==> src/rtl/motor_pkg.sv <==
// Shared definitions for the motor power scheduler: drive codes, slot states, round-robin helper.
package motor_pkg;

  localparam int N_MOTORS = 4;

  localparam logic [1:0] SEL_OFF = 2'b00;
  localparam logic [1:0] SEL_FWD = 2'b01;
  localparam logic [1:0] SEL_REV = 2'b10;
  localparam logic [1:0] SEL_ILL = 2'b11;

  typedef enum logic [1:0] {
    ST_IDLE = 2'd0,
    ST_WAIT = 2'd1,
    ST_RUN  = 2'd2
  } slot_state_t;

  // Returns {found, index} of the first set bit at ptr, ptr+1, ... (mod 4).
  function automatic logic [2:0] rr_pick(input logic [3:0] vec, input logic [1:0] ptr);
    logic [2:0] res;
    logic [1:0] idx;
    res = 3'b000;
    for (int k = 3; k >= 0; k--) begin
      idx = ptr + 2'(k);
      if (vec[idx]) res = {1'b1, idx};
    end
    return res;
  endfunction

endpackage

==> src/rtl/motor_slot.sv <==
// One motor's scheduling slot: state, slice timer and registered drive command.
//   state   | meaning
//   ST_IDLE | no valid request, motor off
//   ST_WAIT | requesting, not yet holding a power slot
//   ST_RUN  | holding a slot, sel follows the request
module motor_slot
  import motor_pkg::*;
#(
  parameter int SLICE = 1024,
  parameter int CNT_W = 11
) (
  input  logic       clk,
  input  logic       rst,
  input  logic [1:0] req,
  input  logic       grant_pulse,
  input  logic       revoke_pulse,
  output logic       waiting,
  output logic       running,
  output logic       run_next,
  output logic       slice_zero,
  output logic [1:0] sel
);

  slot_state_t      state, state_next;
  logic [CNT_W-1:0] slice_cnt, slice_next;
  logic [1:0]       sel_next;
  logic             req_on;

  always_ff @(posedge clk) begin
    if (rst) begin
      state     <= ST_IDLE;
      slice_cnt <= '0;
      sel       <= SEL_OFF;
    end else begin
      state     <= state_next;
      slice_cnt <= slice_next;
      sel       <= sel_next;
    end
  end

  always_comb begin
    state_next = state;
    slice_next = slice_cnt;
    req_on     = (req == SEL_FWD) || (req == SEL_REV);
    case (state)
      ST_IDLE: if (req_on) state_next = ST_WAIT;
      ST_WAIT: begin
        if (!req_on)          state_next = ST_IDLE;
        else if (grant_pulse) state_next = ST_RUN;
      end
      ST_RUN: begin
        // A request drop wins over a simultaneous revoke: the motor is released, not parked.
        if (!req_on)           state_next = ST_IDLE;
        else if (revoke_pulse) state_next = ST_WAIT;
      end
      default: state_next = ST_IDLE;
    endcase
    if (grant_pulse)
      slice_next = CNT_W'(SLICE - 1);
    else if (state == ST_RUN && slice_cnt != '0)
      slice_next = slice_cnt - CNT_W'(1);
    sel_next   = (state_next == ST_RUN) ? req : SEL_OFF;
    waiting    = (state == ST_WAIT);
    running    = (state == ST_RUN);
    run_next   = (state_next == ST_RUN);
    slice_zero = (slice_cnt == '0);
  end

endmodule

==> src/rtl/motor_power_scheduler.sv <==
// Power-budget scheduler: staggered round-robin grants of at most MAX_ACTIVE motors with slice pre-emption.
module motor_power_scheduler
  import motor_pkg::*;
#(
  parameter int MAX_ACTIVE = 2,
  parameter int START_GAP  = 16,
  parameter int SLICE      = 1024,
  parameter int CNT_W      = 11
) (
  input  logic       clk,
  input  logic       rst,
  input  logic [7:0] req_sel,
  output logic [7:0] sel,
  output logic [3:0] grant,
  output logic [3:0] waiting,
  output logic [2:0] active_cnt
);

  logic [3:0]       run_next, slice_zero, grant_pulse, revoke_pulse;
  logic [CNT_W-1:0] gap_cnt;
  logic [1:0]       rr_ptr;
  logic [2:0]       g_pick, r_pick;
  logic             do_grant, do_revoke;

  // Grant and revoke both look at the registered active_cnt, so they are mutually exclusive.
  always_comb begin
    g_pick       = rr_pick(waiting, rr_ptr);
    r_pick       = rr_pick(grant & slice_zero, rr_ptr);
    do_grant     = (gap_cnt == '0) && (active_cnt < 3'(MAX_ACTIVE)) && g_pick[2];
    do_revoke    = (active_cnt == 3'(MAX_ACTIVE)) && (|waiting) && r_pick[2];
    grant_pulse  = do_grant  ? (4'b0001 << g_pick[1:0]) : 4'b0000;
    revoke_pulse = do_revoke ? (4'b0001 << r_pick[1:0]) : 4'b0000;
  end

  for (genvar i = 0; i < N_MOTORS; i++) begin : g_slot
    motor_slot #(
      .SLICE (SLICE),
      .CNT_W (CNT_W)
    ) u_slot (
      .clk          (clk),
      .rst          (rst),
      .req          (req_sel[2*i +: 2]),
      .grant_pulse  (grant_pulse[i]),
      .revoke_pulse (revoke_pulse[i]),
      .waiting      (waiting[i]),
      .running      (grant[i]),
      .run_next     (run_next[i]),
      .slice_zero   (slice_zero[i]),
      .sel          (sel[2*i +: 2])
    );
  end

  always_ff @(posedge clk) begin
    if (rst) begin
      gap_cnt    <= '0;
      rr_ptr     <= 2'd0;
      active_cnt <= 3'd0;
    end else begin
      if (do_grant) begin
        gap_cnt <= CNT_W'(START_GAP - 1);
        rr_ptr  <= g_pick[1:0] + 2'd1;
      end else if (gap_cnt != '0) begin
        gap_cnt <= gap_cnt - CNT_W'(1);
      end
      active_cnt <= 3'($countones(run_next));
    end
  end

endmodule
==> config.mk <==
export PLATFORM = sky130hd
export DESIGN_NAME = motor_power_scheduler
export DESIGN_NICKNAME = d
export VERILOG_FILES = /design/src/rtl/motor_pkg.sv /design/src/rtl/motor_slot.sv /design/src/rtl/motor_power_scheduler.sv
export SDC_FILE = /design/constraint.sdc
export NUM_CORES = 1
export LEC_CHECK = 0
export ABC_AREA = 1
export BUFFER_PORTS_ARGS = -buffer_cell sky130_fd_sc_hd__buf_2
export CORE_ASPECT_RATIO = 1.4
export CORE_MARGIN = 5
export CORE_UTILIZATION = 45
export DETAILED_ROUTE_END_ITERATION = 12
export PLACE_DENSITY_LB_ADDON = 0.2
export SLEW_MARGIN = 20
export SYNTH_ARGS = -nofsm -noshare
export SYNTH_HDL_FRONTEND = slang
export SYNTH_SLANG_ARGS = --single-unit
==> constraint.sdc <==
create_clock -name clk -period 3 [get_ports clk]
set_input_delay 0.15 -clock clk [delete_from_list [all_inputs] [get_ports clk]]
set_output_delay 0.15 -clock clk [all_outputs]
set_load 0.01 [all_outputs]
==> results.toml <==
[cts]
cts.sinks = 76
tritoncts = "done"
clockBufferDepth = 2
cts.clk_slew.worst_paths_ps = 60
clk_latency_ps = 340
cts_buffers = 9
hold_buffers = 0
clk_root_buffer_cell = "clkbuf_16"
cts_htree_levels = 3

[timing]
setup_ws_ps = -175
period_share_pct = 106
finalHoldViolCount = 0
post-route-min-period_ps = 3180
rsz0062_at_grt = "yes"
setup_viol = 3
tns_ps = -309
fmax_ghz = 0.315
slew_violations = 0
tightest_slew_ps = 564
skew_ps = 9.88
max_slew_margin_pct = 62.4

[global_route]
grtUsageMet3_pct = 4.53
grt.busiest_layer = "met2"
grt_max_degree = 39
grt_use_total_pct = 20.3
met2_usage_pct = 38.1
grt_overflow = 0
grt_pass1_vias = 4510
grtUsageMet1_pct = 21.2
grt_pass1_wl_um = 19400
antenna_found_initial = 0

[critical_path]
critPathCaptureType = "flip-flop"
critPathRequiredTime_ps = 3280
cpMostUsedCell = "inv_2"
crit_arrival_ps = 3450
path_class = "flip-flop to flip-flop"
crit_slowest_cell = "fa_1"
cp_max_fo = 4
startpoint_type = "flip-flop"
cpPeakStageDelay_ps = 490
r2r_slack_ps = -180
rr_worst_depth = 22
r2r-end = "active_cnt[1]$_SDFF_PP0_"
reg2reg_from = "g_slot[3].u_slot.state[0]$_SDFF_PP0_"
cp_cell_sequence = "inv_4 -> nor2_4 -> inv_2 -> o21ai_4 -> inv_2 -> nor2_1 -> inv_1 -> nand2_2 -> nand2_4 -> a31oi_4 -> ha_2 -> inv_2 -> nor2_4 -> nand4_1 -> nand2_2 -> inv_2 -> fa_1 -> inv_2 -> ha_4 -> ha_4 -> inv_2 -> nor2_1"

[detailed_routing]
wl_per_cell_um = 12.7
drtIter0Drc = 178
first_pass_iters = 5
wl_um = 11700
drcViolationCount = 0
via_per_inst = 4.86
ant_nets = 0
dr_total_vias = 4462

[synth]
synth_seq_area_share_pct = 34.2
synth_edf_count = 0
synthFlopType = "dfxtp_1"
async_flop_share_pct = 0
syn_nets = 674
synth_area_um2 = 4440
syn_inst = 648
syn_avg_cell_area_um2 = 6.86
yosysUniqueCellTypes = 44
ys_ff_latch = 76
yosys_warnings = 0

[finish]
nets = 805
insertedDiodeCount = 0
layout-drive-gt1-share_pct = 31.5
synthToLayoutAreaGrowth_pct = 34.8
fillers = 893

[die]
core_area_um2 = 9790
die_width_um = 94.0
row_count = 43
die_area_um2 = 12000
start_util_pct = 45.4
io_pins = 29
die_y_um = 128

[run_status]
status = "finished, violations left"
violations = "setup timing"

[power_and_ir_drop]
p_switching_mw = 2.31
p_int_mw = 3.42
pwr-share-comb_pct = 55.1
clkPwrFrac_pct = 20.4
ir_drop_uv = 682
power_frac_seq_pct = 24.6
power_mw = 5.73
swShare_pct = 40.3
powerDensity_nw_per_um2 = 957
leakage_nw = 2.99

[place]
gp_congestion = 0.856
port_buffers = 28
hpwl_um = 8160

[hold_path]
holdPathEnd = "g_slot[3].u_slot.sel[0]$_SDFF_PP0_"
min_from = "req_sel[6]"
hold_path_class = "input port to flip-flop"
hold_depth = 3

[flow_run]
cap_violations = 0
## worst max-delay path by stage
| stage | start | end | slack [ps] | cells past startpoint |
|---|---|---|---|---|
| after floorplan | g_slot[3].u_slot.state[0]$_SDFF_PP0_ | active_cnt[1]$_SDFF_PP0_ | -10 | 22 |
| after global placement | g_slot[3].u_slot.state[0]$_SDFF_PP0_ | active_cnt[1]$_SDFF_PP0_ | -160 | 22 |
| after detailed placement | g_slot[3].u_slot.state[0]$_SDFF_PP0_ | active_cnt[1]$_SDFF_PP0_ | -290 | 22 |
| after CTS | g_slot[0].u_slot.state[0]$_SDFF_PP0_ | active_cnt[1]$_SDFF_PP0_ | -90 | 20 |
| after global routing | g_slot[3].u_slot.state[0]$_SDFF_PP0_ | active_cnt[1]$_SDFF_PP0_ | -340 | 22 |
| final | g_slot[3].u_slot.state[0]$_SDFF_PP0_ | active_cnt[1]$_SDFF_PP0_ | -180 | 22 |
## sequential cells by signal, summed over array words and instances (netlist names)
name and cells:
active_cnt 3, g_slot.u_slot.sel 8, g_slot.u_slot.slice_cnt 44, g_slot.u_slot.state 8, gap_cnt 11, rr_ptr 2
## per-layer routing
| metal | part of all wire, % | routed length (um) | vias to the layer above |
|---|---|---|---|
| li1 | - | - | 2294 |
| met1 | 39 | 4580 | 2057 |
| met5 | 0 | 0 | - |
| met2 | 54 | 6340 | 79 |
| met4 | 2.9 | 344 | 0 |
| met3 | 3.6 | 416 | 32 |
## Yosys cell counts, types with 2 or more instances
| master | number | area (um2) |
|---|---|---|
| nand2_1 | 125 | 469 |
| inv_1 | 123 | 462 |
| dfxtp_1 | 76 | 1520 |
| nor2_1 | 69 | 259 |
| o21ai_0 | 29 | 145 |
| a21oi_1 | 24 | 120 |
| nand3_1 | 22 | 110 |
| nor2_2 | 17 | 106 |
| nor3_1 | 16 | 80.1 |
| a31oi_1 | 15 | 93.8 |
| ha_1 | 15 | 188 |
| nand4_1 | 15 | 93.8 |
| xor2_1 | 13 | 114 |
| buf_4 | 10 | 75.1 |
| inv_2 | 10 | 37.5 |
| nand2_2 | 8 | 50.1 |
| xnor2_1 | 8 | 70.1 |
| nor2_4 | 6 | 67.6 |
| o21ai_1 | 6 | 30.0 |
| o211ai_1 | 5 | 37.5 |
| nand3b_1 | 4 | 30.0 |
| clkbuf_1 | 3 | 11.3 |
| nand3_2 | 3 | 30.0 |
| nor4_1 | 3 | 18.8 |
| buf_1 | 2 | 7.51 |
| nor3b_1 | 2 | 15.0 |
| o22ai_1 | 2 | 12.5 |
## through the flow
stage	utilization (%)	hold slack (ps)	worst slack, ps	instances	cell area, um2
floorplan	-	262	-14.1	648	4480
global placement	53.3	384	-158	865	5220
detailed placement	53.3	390	-294	865	5220
CTS	60.3	21.4	-93.5	917	5900
global route	61.1	33.9	-343	919	5990
finish	61.1	35.8	-175	919	5990
## cell usage in the layout (no fill, tap or decap), types with 3 or more instances in the layout
master and instances:
nor2_2 15, inv_1 106, nand2_2 10, inv_2 25, dfxtp_1 71, nand2_4 3, nand3b_1 4, a21oi_1 22
a31oi_1 14, ha_1 10, clkbuf_16 9, buf_2 28, nand3_2 3, nand4_1 15, nor2_4 11, nand2_1 121
o21ai_0 26, xor2_1 13, nor3_1 16, ha_4 4, nand3_1 21, buf_4 107, o21ai_1 4, inv_4 3
nor4_1 3, xnor2_1 8, dfxtp_2 4, o21ai_2 4, a21oi_4 3, nor2_1 66, o211ai_1 5
## area by class of cell
| class | count | area (um2) | share of cell area [%] |
|---|---|---|---|
| Timing Repair Buffer | 136 | 955 | 15.9 |
| Clock inverter | 6 | 87.6 | 1.46 |
| Sequential cell | 76 | 1530 | 25.6 |
| Tap cell | 135 | 169 | 2.82 |
| Multi-Input combinational cell | 423 | 2510 | 42.0 |
| Clock buffer | 10 | 229 | 3.82 |
| Inverter | 133 | 504 | 8.42 |
## cells by family after synthesis
logic type / count (synthesis) / synth area share [%]
AND/OR/NAND/NOR: 298 / 32.1
buffers and inverters: 149 / 13.5
AO/OA/AOI/OAI: 88 / 11.4
adder cells (fa/ha/maj): 16 / 4.67
XOR/XNOR: 21 / 4.14
flip-flops: 76 / 34.2
## power by group through the flow
stage	combinational (mW)	sequential [mW]	clock (mW)
3_3_place_gp	2.48	1.41	0
6_report	3.16	1.41	1.17
5_1_grt	3.48	1.44	1.23
3_5_place_dp	2.52	1.42	0
2_1_floorplan	1.60	1.39	0
4_1_cts	2.99	1.40	1.19
## timing repair
item / in CTS / in global routing
resized for setup: 31 / 18
setup endpoints to repair: 3 / 7
setup buffers: 36 / 4
pin swaps: 21 / 11
## critical path, delay by kind of cell (launching register included)
kind | cells | cell delay [ps]
AOI/OAI and AO/OA | 2 | 440
adders and majority gates | 4 | 1120
buffers and inverters | 8 | 400
DFF | 1 | 360
and+or+nand+nor | 8 | 760
(Power assumes the default switching activity.)
